--- src/rtl/wb_gpio_bank_if.sv ---
// Wishbone slave bus bundle for wb_gpio_bank: address, data, lane selects and handshake.
interface wb_gpio_bank_if;
  logic [5:0]  wb_adr_i;
  logic [31:0] wb_dat_i;
  logic [3:0]  wb_sel_i;
  logic        wb_we_i;
  logic        wb_cyc_i;
  logic        wb_stb_i;
  logic [31:0] wb_dat_o;
  logic        wb_ack_o;

  modport master (
    output wb_adr_i, wb_dat_i, wb_sel_i, wb_we_i, wb_cyc_i, wb_stb_i,
    input  wb_dat_o, wb_ack_o
  );

  modport slave (
    input  wb_adr_i, wb_dat_i, wb_sel_i, wb_we_i, wb_cyc_i, wb_stb_i,
    output wb_dat_o, wb_ack_o
  );
endinterface

--- src/rtl/wb_gpio_bank.sv ---
// Wishbone GPIO bank: direction, set/clear outputs, synchronised inputs, edge interrupts.
// Optional alternate-function pin routing is built when GPIO_ALTFN_EN is defined.
module wb_gpio_bank #(
  parameter int unsigned           GPIO_WIDTH  = 8,
  parameter int unsigned           SYNC_STAGES = 2,
  parameter logic [GPIO_WIDTH-1:0] OUT_RESET   = '0,
  parameter logic [GPIO_WIDTH-1:0] DIR_RESET   = '0
) (
  input  logic                  wb_clk_i,
  input  logic                  wb_rst_n_i,
  wb_gpio_bank_if.slave         wb,
  input  logic [GPIO_WIDTH-1:0] gpio_i,
  output logic [GPIO_WIDTH-1:0] gpio_o,
  output logic [GPIO_WIDTH-1:0] gpio_oe,
  input  logic [GPIO_WIDTH-1:0] alt_o,
  input  logic [GPIO_WIDTH-1:0] alt_oe,
  output logic                  irq_o
);

  localparam logic [3:0] RegIn     = 4'h0;
  localparam logic [3:0] RegOut    = 4'h1;
  localparam logic [3:0] RegDir    = 4'h2;
  localparam logic [3:0] RegSet    = 4'h3;
  localparam logic [3:0] RegClr    = 4'h4;
  localparam logic [3:0] RegRiseEn = 4'h5;
  localparam logic [3:0] RegFallEn = 4'h6;
  localparam logic [3:0] RegStatus = 4'h7;
  localparam logic [3:0] RegAltsel = 4'h8;

  logic [GPIO_WIDTH-1:0] out_q, out_d;
  logic [GPIO_WIDTH-1:0] dir_q, dir_d;
  logic [GPIO_WIDTH-1:0] rise_en_q, rise_en_d;
  logic [GPIO_WIDTH-1:0] fall_en_q, fall_en_d;
  logic [GPIO_WIDTH-1:0] status_q, status_d;
  logic [GPIO_WIDTH-1:0] sync_q [SYNC_STAGES];
  logic [GPIO_WIDTH-1:0] hist_q;
  logic                  ack_q, ack_d;
  logic [31:0]           dat_q, dat_d;
  logic                  irq_q;

  logic                  access, wr_en;
  logic [3:0]            reg_idx;
  logic [31:0]           lane_mask32;
  logic [GPIO_WIDTH-1:0] wmask, wdata, w1c;
  logic [GPIO_WIDTH-1:0] in_sync, rise, fall, edge_set;
  logic [31:0]           rdata;

`ifdef GPIO_ALTFN_EN
  logic [GPIO_WIDTH-1:0] altsel_q, altsel_d;
`endif

  // A new access is only accepted while ack is low, giving one transfer per two cycles.
  assign access  = wb.wb_cyc_i & wb.wb_stb_i & ~ack_q;
  assign wr_en   = access & wb.wb_we_i;
  assign reg_idx = wb.wb_adr_i[5:2];
  assign ack_d   = access;

  assign lane_mask32 = {{8{wb.wb_sel_i[3]}}, {8{wb.wb_sel_i[2]}},
                        {8{wb.wb_sel_i[1]}}, {8{wb.wb_sel_i[0]}}};
  assign wmask       = lane_mask32[GPIO_WIDTH-1:0];
  assign wdata       = wb.wb_dat_i[GPIO_WIDTH-1:0];

  assign in_sync  = sync_q[SYNC_STAGES-1];
  assign rise     = in_sync & ~hist_q;
  assign fall     = ~in_sync & hist_q;
  assign edge_set = (rise & rise_en_q) | (fall & fall_en_q);

  always_comb begin
    out_d     = out_q;
    dir_d     = dir_q;
    rise_en_d = rise_en_q;
    fall_en_d = fall_en_q;
    w1c       = '0;
`ifdef GPIO_ALTFN_EN
    altsel_d  = altsel_q;
`endif
    if (wr_en) begin
      case (reg_idx)
        RegOut:    out_d     = (out_q & ~wmask) | (wdata & wmask);
        RegDir:    dir_d     = (dir_q & ~wmask) | (wdata & wmask);
        RegSet:    out_d     = out_q | (wdata & wmask);
        RegClr:    out_d     = out_q & ~(wdata & wmask);
        RegRiseEn: rise_en_d = (rise_en_q & ~wmask) | (wdata & wmask);
        RegFallEn: fall_en_d = (fall_en_q & ~wmask) | (wdata & wmask);
        RegStatus: w1c       = wdata & wmask;
`ifdef GPIO_ALTFN_EN
        RegAltsel: altsel_d  = (altsel_q & ~wmask) | (wdata & wmask);
`endif
        default:   ;
      endcase
    end
    // A fresh edge beats a same-cycle clear so no event is lost.
    status_d = (status_q & ~w1c) | edge_set;
  end

  always_comb begin
    rdata = '0;
    case (reg_idx)
      RegIn:     rdata = 32'(in_sync);
      RegOut:    rdata = 32'(out_q);
      RegDir:    rdata = 32'(dir_q);
      RegRiseEn: rdata = 32'(rise_en_q);
      RegFallEn: rdata = 32'(fall_en_q);
      RegStatus: rdata = 32'(status_q);
`ifdef GPIO_ALTFN_EN
      RegAltsel: rdata = 32'(altsel_q);
`endif
      default:   rdata = '0;
    endcase
    dat_d = (access & ~wb.wb_we_i) ? rdata : '0;
  end

  always_ff @(posedge wb_clk_i or negedge wb_rst_n_i) begin
    if (!wb_rst_n_i) begin
      out_q     <= OUT_RESET;
      dir_q     <= DIR_RESET;
      rise_en_q <= '0;
      fall_en_q <= '0;
      status_q  <= '0;
      hist_q    <= '0;
      for (int i = 0; i < SYNC_STAGES; i++) sync_q[i] <= '0;
      ack_q     <= 1'b0;
      dat_q     <= '0;
      irq_q     <= 1'b0;
    end else begin
      out_q     <= out_d;
      dir_q     <= dir_d;
      rise_en_q <= rise_en_d;
      fall_en_q <= fall_en_d;
      status_q  <= status_d;
      sync_q[0] <= gpio_i;
      for (int i = 1; i < SYNC_STAGES; i++) sync_q[i] <= sync_q[i-1];
      hist_q    <= in_sync;
      ack_q     <= ack_d;
      dat_q     <= dat_d;
      irq_q     <= |status_q;
    end
  end

`ifdef GPIO_ALTFN_EN
  always_ff @(posedge wb_clk_i or negedge wb_rst_n_i) begin
    if (!wb_rst_n_i) altsel_q <= '0;
    else             altsel_q <= altsel_d;
  end

  assign gpio_o  = (altsel_q & alt_o)  | (~altsel_q & out_q);
  assign gpio_oe = (altsel_q & alt_oe) | (~altsel_q & dir_q);

  logic unused_bits;
  assign unused_bits = ^{wb.wb_adr_i[1:0], wb.wb_dat_i, lane_mask32};
`else
  assign gpio_o  = out_q;
  assign gpio_oe = dir_q;

  // Alternate-function inputs have no effect in this build.
  logic unused_bits;
  assign unused_bits = ^{wb.wb_adr_i[1:0], wb.wb_dat_i, lane_mask32, alt_o, alt_oe};
`endif

  assign wb.wb_ack_o = ack_q;
  assign wb.wb_dat_o = dat_q;
  assign irq_o       = irq_q;

endmodule
--- src/flat_wrapper.sv ---
// flat-port wrapper written by rule: the top's interface ports become plain ports
module wb_gpio_bank_flat 
#(
  parameter int unsigned           GPIO_WIDTH  = 8,
  parameter int unsigned           SYNC_STAGES = 2,
  parameter logic [GPIO_WIDTH-1:0] OUT_RESET   = '0,
  parameter logic [GPIO_WIDTH-1:0] DIR_RESET   = '0
)
  (wb_clk_i, wb_rst_n_i, gpio_i, gpio_o, gpio_oe, alt_o, alt_oe, irq_o, wb_wb_adr_i, wb_wb_dat_i, wb_wb_sel_i, wb_wb_we_i, wb_wb_cyc_i, wb_wb_stb_i, wb_wb_dat_o, wb_wb_ack_o);
  wb_gpio_bank_if wb_i ();
  input  logic wb_clk_i;
  input  logic wb_rst_n_i;
  input  logic [GPIO_WIDTH-1:0] gpio_i;
  output logic [GPIO_WIDTH-1:0] gpio_o;
  output logic [GPIO_WIDTH-1:0] gpio_oe;
  input  logic [GPIO_WIDTH-1:0] alt_o;
  input  logic [GPIO_WIDTH-1:0] alt_oe;
  output logic irq_o;
  input wire logic [$bits(wb_i.wb_adr_i)-1:0] wb_wb_adr_i;
  input wire logic [$bits(wb_i.wb_dat_i)-1:0] wb_wb_dat_i;
  input wire logic [$bits(wb_i.wb_sel_i)-1:0] wb_wb_sel_i;
  input wire logic [$bits(wb_i.wb_we_i)-1:0] wb_wb_we_i;
  input wire logic [$bits(wb_i.wb_cyc_i)-1:0] wb_wb_cyc_i;
  input wire logic [$bits(wb_i.wb_stb_i)-1:0] wb_wb_stb_i;
  output wire logic [$bits(wb_i.wb_dat_o)-1:0] wb_wb_dat_o;
  output wire logic [$bits(wb_i.wb_ack_o)-1:0] wb_wb_ack_o;
  assign wb_i.wb_adr_i = wb_wb_adr_i;
  assign wb_i.wb_dat_i = wb_wb_dat_i;
  assign wb_i.wb_sel_i = wb_wb_sel_i;
  assign wb_i.wb_we_i = wb_wb_we_i;
  assign wb_i.wb_cyc_i = wb_wb_cyc_i;
  assign wb_i.wb_stb_i = wb_wb_stb_i;
  assign wb_wb_dat_o = wb_i.wb_dat_o;
  assign wb_wb_ack_o = wb_i.wb_ack_o;
  wb_gpio_bank #(.GPIO_WIDTH(GPIO_WIDTH), .SYNC_STAGES(SYNC_STAGES), .OUT_RESET(OUT_RESET), .DIR_RESET(DIR_RESET)) u_core (.wb_clk_i(wb_clk_i), .wb_rst_n_i(wb_rst_n_i), .wb(wb_i), .gpio_i(gpio_i), .gpio_o(gpio_o), .gpio_oe(gpio_oe), .alt_o(alt_o), .alt_oe(alt_oe), .irq_o(irq_o));
endmodule
--- config.mk ---
export PLATFORM = sky130hd
export DESIGN_NAME = wb_gpio_bank_flat
export DESIGN_NICKNAME = d
export VERILOG_FILES = /design/src/rtl/wb_gpio_bank_if.sv /design/src/rtl/wb_gpio_bank.sv /design/src/flat_wrapper.sv
export SDC_FILE = /design/constraint.sdc
export NUM_CORES = 1
export LEC_CHECK = 0
export CORE_MARGIN = 3
export CORE_UTILIZATION = 45
export DETAILED_ROUTE_END_ITERATION = 10
export PLACE_DENSITY = 0.8
export SYNTH_ARGS = -nofsm -noshare
export SYNTH_HDL_FRONTEND = slang
export SYNTH_SLANG_ARGS = --single-unit
--- constraint.sdc ---
create_clock -name wb_clk_i -period 1.69 [get_ports wb_clk_i]
set_input_delay 0.4225 -clock wb_clk_i [delete_from_list [all_inputs] [get_ports wb_clk_i]]
set_output_delay 0.4225 -clock wb_clk_i [all_outputs]
set_load 0.02 [all_outputs]
# After elaboration in Yosys (flattened, before gate mapping)
# Cells that the tools add are included.
[totals]
ff_bits = 98
inputBits = 71
output_inout_bits = 50
word_cells = 59
[classes]
n_eq_ne = 7
mux = 5
n_bitwise = 29
reduce_logical = 7
[op_table]
columns = ["cell", "count"]
rows = [
  ["$and A8 B8 Y8", 11],
  ["$or A8 B8 Y8", 7],
  ["$pmux W8 S6", 1],
  ["$not A8 Y8", 5],
  ["$mux W8", 3],
  ["$pmux W8 S3", 1],
  ["$eq A4 B3 Y1 const B", 4],
  ["$eq A4 B2 Y1 const B", 2],
  ["$reduce_and A2 Y1", 4],
  ["$reduce_or A8 Y1", 1],
  ["$and A1 B1 Y1", 4],
  ["$eq A4 B1 Y1 const B", 1],
  ["$logic_not A4 Y1", 1],
  ["$reduce_bool A3 Y1", 1],
  ["$not A1 Y1", 2],
]

# Depth between registers and ports, before layout
# Gate-level depths: netlist (run 1).
[logic_depth]
word_depth = 7
ltp_mapped = 6
ltp_nobuf = 4

# Worst setup path after synthesis (run 1)
# OpenSTA, ideal clock, no wires.
[synth_path]
kind = "input-to-reg"
startpoint = "in wb_wb_adr_i[5]"
endpoint = "reg u_core.out_q[0] (netlist: u_core.gpio_o[0])"
setup_time_ns = 0.128
t_arrival_ns = 1.412
required_ns = 1.562
path_slack_ns = 0.150
path_stages = 5
n_path_buf = 2
path_cell_list = "clkbuf_2 -> or4b_4 -> nand2b_1 -> buf_4 -> o22ai_2"
[synth_between]
elab_chain_len = 3
elab_cells_between_ends = 6
classes_between = "eq/ne: 3; mux: 1; reduce/logical: 2"
[synth_lines]
columns = ["item", "line", "text"]
rows = [
  ["from (decl)", "flat_wrapper.sv:19", "input wire logic [$bits(wb_i.wb_adr_i)-1:0] wb_wb_adr_i;"],
  ["$eq A4 B2 Y1, or another cell as far along", "wb_gpio_bank.sv:78", "case (reg_idx)"],
  ["$reduce_bool A3 Y1 (no source line)", "n/a", ""],
  ["$reduce_and A2 Y1 (no source line)", "n/a", ""],
  ["to (signal assigned)", "wb_gpio_bank.sv:126", "out_q <= out_d;"],
  ["to (decl)", "wb_gpio_bank.sv:30", "logic [GPIO_WIDTH-1:0] out_q, out_d;"],
]
# Several ways; a longest one is shown, not always the timed one.
# A chain may end at the register's enable or synchronous reset.

==> results of run 1 <==
==> worst paths after layout <==
kind                                              end  slack [ns]  cells after the start
setup / recovery                             register       0.005                      5
setup reg to reg                             register        0.12                      4
max in group asynchronous  asynchronous set/reset pin        0.67                      3
hold / removal                      u_core.in_sync[2]        0.35                      0
min in group asynchronous  asynchronous set/reset pin        0.50                      2
hold reg to reg                     u_core.in_sync[2]        0.35                      0
==> stage by stage <==
| step | cell area (sq um) | instances | hold WS (ns) | utilization [%] | power [W] |
|---|---|---|---|---|---|
| floorplan | 3447 | 304 | 0.1269 | - | 0.002439 |
| global placement | 4189 | 463 | 0.3315 | 59.68 | 0.002763 |
| detailed placement | 4189 | 463 | 0.3347 | 59.68 | 0.002782 |
| CTS | 4454 | 484 | 0.3497 | 63.46 | 0.004015 |
| global route | 4461 | 484 | 0.3552 | 63.55 | 0.004173 |
| finish | 4461 | 484 | 0.3489 | 63.55 | 0.003996 |
==> cell families (layout without fill, tap and decap cells) <==
kind of cell / count (synthesis) / count (layout) / share of synthesized area, %
multiplexers: 29 / 29 / 9.680
flip-flops: 74 / 74 / 55.10
AND/OR/NAND/NOR: 69 / 69 / 11.50
other: 1 / 24 / 0.1116
AO/OA/AOI/OAI: 66 / 66 / 15.56
buffers and inverters: 42 / 126 / 8.041
==> per-layer routing <==
layer  part of all wire, %  vias to the layer above  global-route usage (%)
met1                    41                     1329                   26.83
li1                      -                     1179                       -
met2                    48                      145                   33.29
met3                   8.1                       19                   4.387
met5                     0                        -                       0
met4                   2.5                        0                   10.40
==> layout make-up <==
| cell class | instances | area, sq um |
|---|---|---|
| fill | 566 | 2559 |
| inverter | 9 | 33.78 |
| clock inverter | 4 | 45.04 |
| clock buffer | 10 | 127.6 |
| timing repair buffer | 103 | 888.4 |
| multi-input combinational | 188 | 1394 |
| sequential | 74 | 1852 |
| tap | 96 | 120.1 |
==> power by group through the flow <==
| stage | Combinational (W) | Sequential, W | Clock (W) |
|---|---|---|---|
| floorplan | 0.000343 | 0.00210 | 0 |
| global placement | 0.000721 | 0.00204 | 0 |
| detailed placement | 0.000736 | 0.00205 | 0 |
| CTS | 0.000719 | 0.00201 | 0.00129 |
| global route | 0.000780 | 0.00203 | 0.00136 |
| finish | 0.000725 | 0.00201 | 0.00126 |
==> critical path, stage by stage <==
cell and delay, ns:
clkdlybuf4s50_1 0.47, and4b_2 0.31, nand4_2 0.20, buf_4 0.22, mux2_2 0.28
==> synthesized netlist by cell type (all sizes together), types with 2 or more instances <==
cell    number
a22oi        4
nand3b       8
dfrtp       74
a21oi       12
buf         29
mux2        28
nor4         3
nor2b        6
o211ai      10
clkbuf       4
nand2       31
and2         3
inv          9
nand4        2
nor2         7
a31oi        2
o21ai       12
a222oi       2
o22ai        8
a32o         2
nor3b        2
a22o        12
==> what timing repair did <==
| item | CTS | global route |
|---|---|---|
| endpoints found under the hold margin | 22 | 0 |
| resized for setup | 48 | 5 |
| cloned | 1 | 0 |
| setup endpoints to repair | 61 | 11 |
| setup buffers | 5 | 0 |
| hold buffers | 1 | 0 |
| pin swaps | 5 | 0 |
==> placed cells by master, fill, tap and decap left out, types with 3 or more instances in the layout <==
| master | instances |
|---|---|
| a22o_1 | 12 |
| o211ai_1 | 9 |
| o21ai_1 | 4 |
| clkdlybuf4s50_1 | 20 |
| o21ai_0 | 8 |
| and2_1 | 3 |
| nor2_1 | 6 |
| buf_4 | 46 |
| o22ai_2 | 8 |
| conb_1 | 24 |
| dfrtp_1 | 74 |
| nand2_1 | 29 |
| a22oi_1 | 4 |
| nand3b_1 | 8 |
| a21oi_1 | 10 |
| buf_6 | 4 |
| dlygate4sd2_1 | 30 |
| nor2b_1 | 4 |
| nor4_1 | 3 |
| inv_1 | 9 |
| clkbuf_8 | 9 |
| mux2_2 | 28 |
| clkinv_2 | 3 |
==> results.md, run 1 <==
- Status: completed
- Clk pwr share: a little under a third
- Synth Area per Inst: between 10 and 15 sq um
- First-pass GRT wire length: roughly 14 mm
- Fmax: 593.6 MHz
- IO Pins: ~120
- Async S/R FF share, synth: 100.0%
- Initial Utilization: between 40% and 50%
- Layout cells sized above 1: 30.41%
- DR DRC count: 0
- Total Wirelength: ~8.3 mm
- Power Dens Cells: 895.9 nW/um^2
- Overall Global Routing Usage: 20.83%
- Critical Path Source Type: primary input
- Critical Path Start: wb_wb_cyc_i
- Worst r2r src: u_core.wb.wb_ack_o
- Cell Int Power: approximately 0.0029 W
- GPL Wtd Cong: slightly below 0.9
- #FFs+latches synth: 74
- Largest net degree at the start of global routing: 37
- Crit path DAT: 1.91 ns
- Die ar.: around 8500 sq um
- Min cycle time layout: 1.685 ns
- Logic pwr share: 18.1%
- Final worst path period share: 99.68%
- Critical path endpoint category: register
- Die Wd: slightly above 90 um
- Worst-skew pair later-pin latency: 0.34 ns
- Fin worst setup slack: ~0.0054 ns
- Max FO, Critical Path: 4
- Sequential share of power: between 50% and 60%
- EDFF count, synth: 0
- Worst EP required: between 1.5 and 2 ns
- Synth warnings: 0
- Post-Synthesis Cells: around 280
- Synth cell types: 40
- Setup repair after global routing missed its margin: yes
- Fin. Hold Viols: 0
- Min-delay worst type: register to register
- Post-route antenna net violation count: 0
- Final setup fails: 0
- Vias/cell: 5.521
- Port Buffers: between 50 and 60
- Cell Area, Synth: 3361 sq um
- Vias in the first global route: 2710
- DP Wirelength: about 6 mm
- NumNets Final: roughly 460
- Pre-CTS WS: -0.4660 ns
- Ys flop type: dfrtp_1
- Critical path class: primary input to register
- Clock-pin slew on the worst setup and hold paths: ~0.07 ns
- MaxCap Viol Count: 0
- Switch share: roughly 28%
- Share of the synthesized area in the top cell type: 55.10%
- Cell accounting for the most synthesized area: dfrtp_1
- Clock root cell: clkbuf_8
- Initial DRC count: 243
- VDD IR max: around 640 uV
- Antenna cells: 0
- Net Switching: about 0.0011 W
- CTS tree: done
- CTS H-tree lvls: 3
- Die Height: about 92 um
- Max Root-Sink Buffers: 2
- Synth area leaders: dfrtp_1, mux2_2, buf_4
- Row count: 30
- Total grt overflow: 0
- LEAKAGE: between 2 and 2.5 nW
- Final Slew Violations: 0
- CTS Buf Count: 9
- Routed wire length per instance: around 17 um
- Sequential area share after synthesis: between 50% and 60%
- Pre-Repair DR Iteration Count: 4
- TNS Setup: 0 ns
- Hold path start: u_core.sync_q[10]
- Clock skew: a little under 0.007 ns
- CORE AREA: around 7000 sq um
- Via count: around 2700
- Initial antenna violation count: 0
- Area added between synthesis and finish: 32.73%
- TritonCTS Sinks: 74
No activity file was read; power rests on OpenSTA's default activity.
==> inputs of run 2 (changes only) <==
SKIP_LAST_GASP = 1   (was default)
SLEW_MARGIN = 20   (was default)
==> results of run 2 <==
The final DEF is identical to that of run 1; final timing and power are the same.
==> inputs of run 3 (changes only) <==
CORE_ASPECT_RATIO = 1.5   (was default)
SKIP_CTS_REPAIR_TIMING = 1   (was default)
==> results.md, run 3 (same netlist as run 1, synthesis figures left out) <==
- Area added between synthesis and finish: 37.12%
- Row count: 38 (+27%)
- Most frequent CP cell: buf_4
- Initial antenna violation count: 0 (unchanged)
- Clock skew: 0.007600 ns (+0.0006549 ns)
- DP Wirelength: 5.904 mm (-1.6%)
- LEAKAGE: 2.451 nW (+17%)
- Critical path endpoint category: register
- Post-route antenna net violation count: 0 (unchanged)
- Placed Cells: 469 (+1.3%)
- CTS Buf Count: 9 (unchanged)
- First-pass GRT wire length: 12.47 mm (-9.1%)
- Final instance count without filler cells: 491 (+1.4%)
- Layout cells sized above 1: 30.18% (-0.23 points)
- NumNets Final: 457 (+0.22%)
- TritonCTS Sinks: 74 (unchanged)
- Total Wirelength: 7.988 mm (-4.1%)
- Antenna cells: 0 (unchanged)
- Final Slew Violations: 0 (unchanged)
- Min cycle time layout: 1.639 ns (-0.04559 ns)
- Commonest non-fill, non-tap cell in the layout: dfrtp_1
- Power after layout: 0.004221 W (+5.6%)
- Critical path class: primary input to register
- Vias in the first global route: 2541 (-6.2%)
- CORE AREA: 7227 sq um (+3.0%)
- Port Buffers: 51 (unchanged)
- Total grt overflow: 0 (unchanged)
- Clock-pin slew on the worst setup and hold paths: 0.07 ns (about the same)
- CP peak stage delay: 0.48 ns (about the same)
- Initial Utilization: 46.50% (-1.4 points)
- Die Wd: 76.56 um (-17%)
- Final worst path period share: 96.98% (-2.7 points)
- Vias/cell: 5.161 (-6.5%)
- MaxCap Viol Count: 0 (unchanged)
- CTS tree: done
- Routed wire length per instance: 16.27 um (-5.4%)
- Crit-path cells: clkdlybuf4s50_1, and4b_2, buf_4, nand4_2, buf_4, mux2_2
- GPL Wtd Cong: 0.8905 (+0.99%)
- Fmax: 610.1 MHz (+2.8%)
- TNS Setup: 0 ns (unchanged)
- Via count: 2534 (-5.2%)
- Overall Global Routing Usage: 19.13% (-1.7 points)
- Max FO, Critical Path: 5 (+1)
- DR DRC count: 0 (unchanged)
- Critical Path Source Type: primary input
- Post-layout util: 63.76% (+0.22 points)
- Worst-skew pair later-pin latency: 0.36 ns (+0.02 ns)
- Die ar.: 8562 sq um (+0.25%)
- Slowest-stage cell, CP: clkdlybuf4s50_1
- Min-delay worst type: register to register
- Power Dens Cells: 915.9 nW/um^2 (+2.2%)
- Fin. Hold Viols: 0 (unchanged)
- Worst EP required: 1.93 ns (about the same)
- IO Pins: 121 (unchanged)
- Final setup fails: 0 (unchanged)
- Max Root-Sink Buffers: 2 (unchanged)
- Crit path DAT: 1.88 ns (-0.03 ns)
- Die Height: 111.8 um (+21%)
- Most frequent cells in the layout: dfrtp_1, buf_4, dlymetal6s2s_1
- Pre-Repair DR Iteration Count: 4 (unchanged)
- Design area: 4608 sq um (+3.3%)
- CTS H-tree lvls: 3 (unchanged)
- Largest net degree at the start of global routing: 37 (unchanged)
- Initial DRC count: 174 (-28%)
- Cell Area, Placed: 4222 sq um (+0.78%)
- Status: completed
- VDD IR max: 620.0 uV (-3.6%)
- Clock root cell: clkbuf_8
run 3: cell types whose count changed in the layout (fill, tap and decap cells not counted), sizes merged:
cell and change:
buf +1, clkbuf +1, bufinv +1, dlymetal6s2s +30, dlygate4sd2 -30
run 3: worst max-delay path, delay by kind of cell:
family | cells | cell delay, ns
simple gates | 2 | 0.39
buf+inv | 3 | 0.80
mux | 1 | 0.27
run 3: routing by layer:
layer  GRT usage [%]  wire length, um
met3           5.421              512
met4           12.45              357
met5               0                0
met2           30.77             4059
met1           22.27             3059
run 3: stage by stage:
stage | setup slack, ns | hold slack, ns
2_1_floorplan | 0.1500 | 0.1269
6_report | 0.05098 | 0.3499
5_1_grt | -0.001552 | 0.3571
3_3_place_gp | -0.4558 | 0.3324
3_5_place_dp | -0.5162 | 0.3363
4_1_cts | -0.1434 | -0.04312
run 3: cell type report:
class | instances | area [sq um]
Inverter | 9 | 33.78
Fill cell | 570 | 2619
Tap cell | 100 | 125.1
Clock inverter | 5 | 78.83
Multi-Input combinational cell | 188 | 1368
Timing Repair Buffer | 104 | 1020
Sequential cell | 74 | 1852
Clock buffer | 11 | 131.4
run 3: final timing paths:
| kind | from | endpoint | slack, ns | depth (start not counted) |
|---|---|---|---|---|
| worst min-delay path | u_core.sync_q[15] | u_core.in_sync[7] | 0.35 | 0 |
| worst max-delay path | wb_wb_we_i | register | 0.05 | 6 |
| max in group asynchronous | wb_rst_n_i | u_core.wb.wb_dat_o[0] | 0.67 | 3 |
| worst min register to register | u_core.sync_q[15] | u_core.in_sync[7] | 0.35 | 0 |
| worst max register to register | u_core.wb.wb_ack_o | register | 0.16 | 5 |
| min in group asynchronous | wb_rst_n_i | u_core.in_sync[5] | 0.51 | 2 |
run 3: where the power goes:
group / switching, W / internal (W) / total (W)
logic: 0.000395 / 0.000359 / 0.000754
clock network: 0.000628 / 0.000829 / 0.00146
registers: 0.000103 / 0.00191 / 0.00201
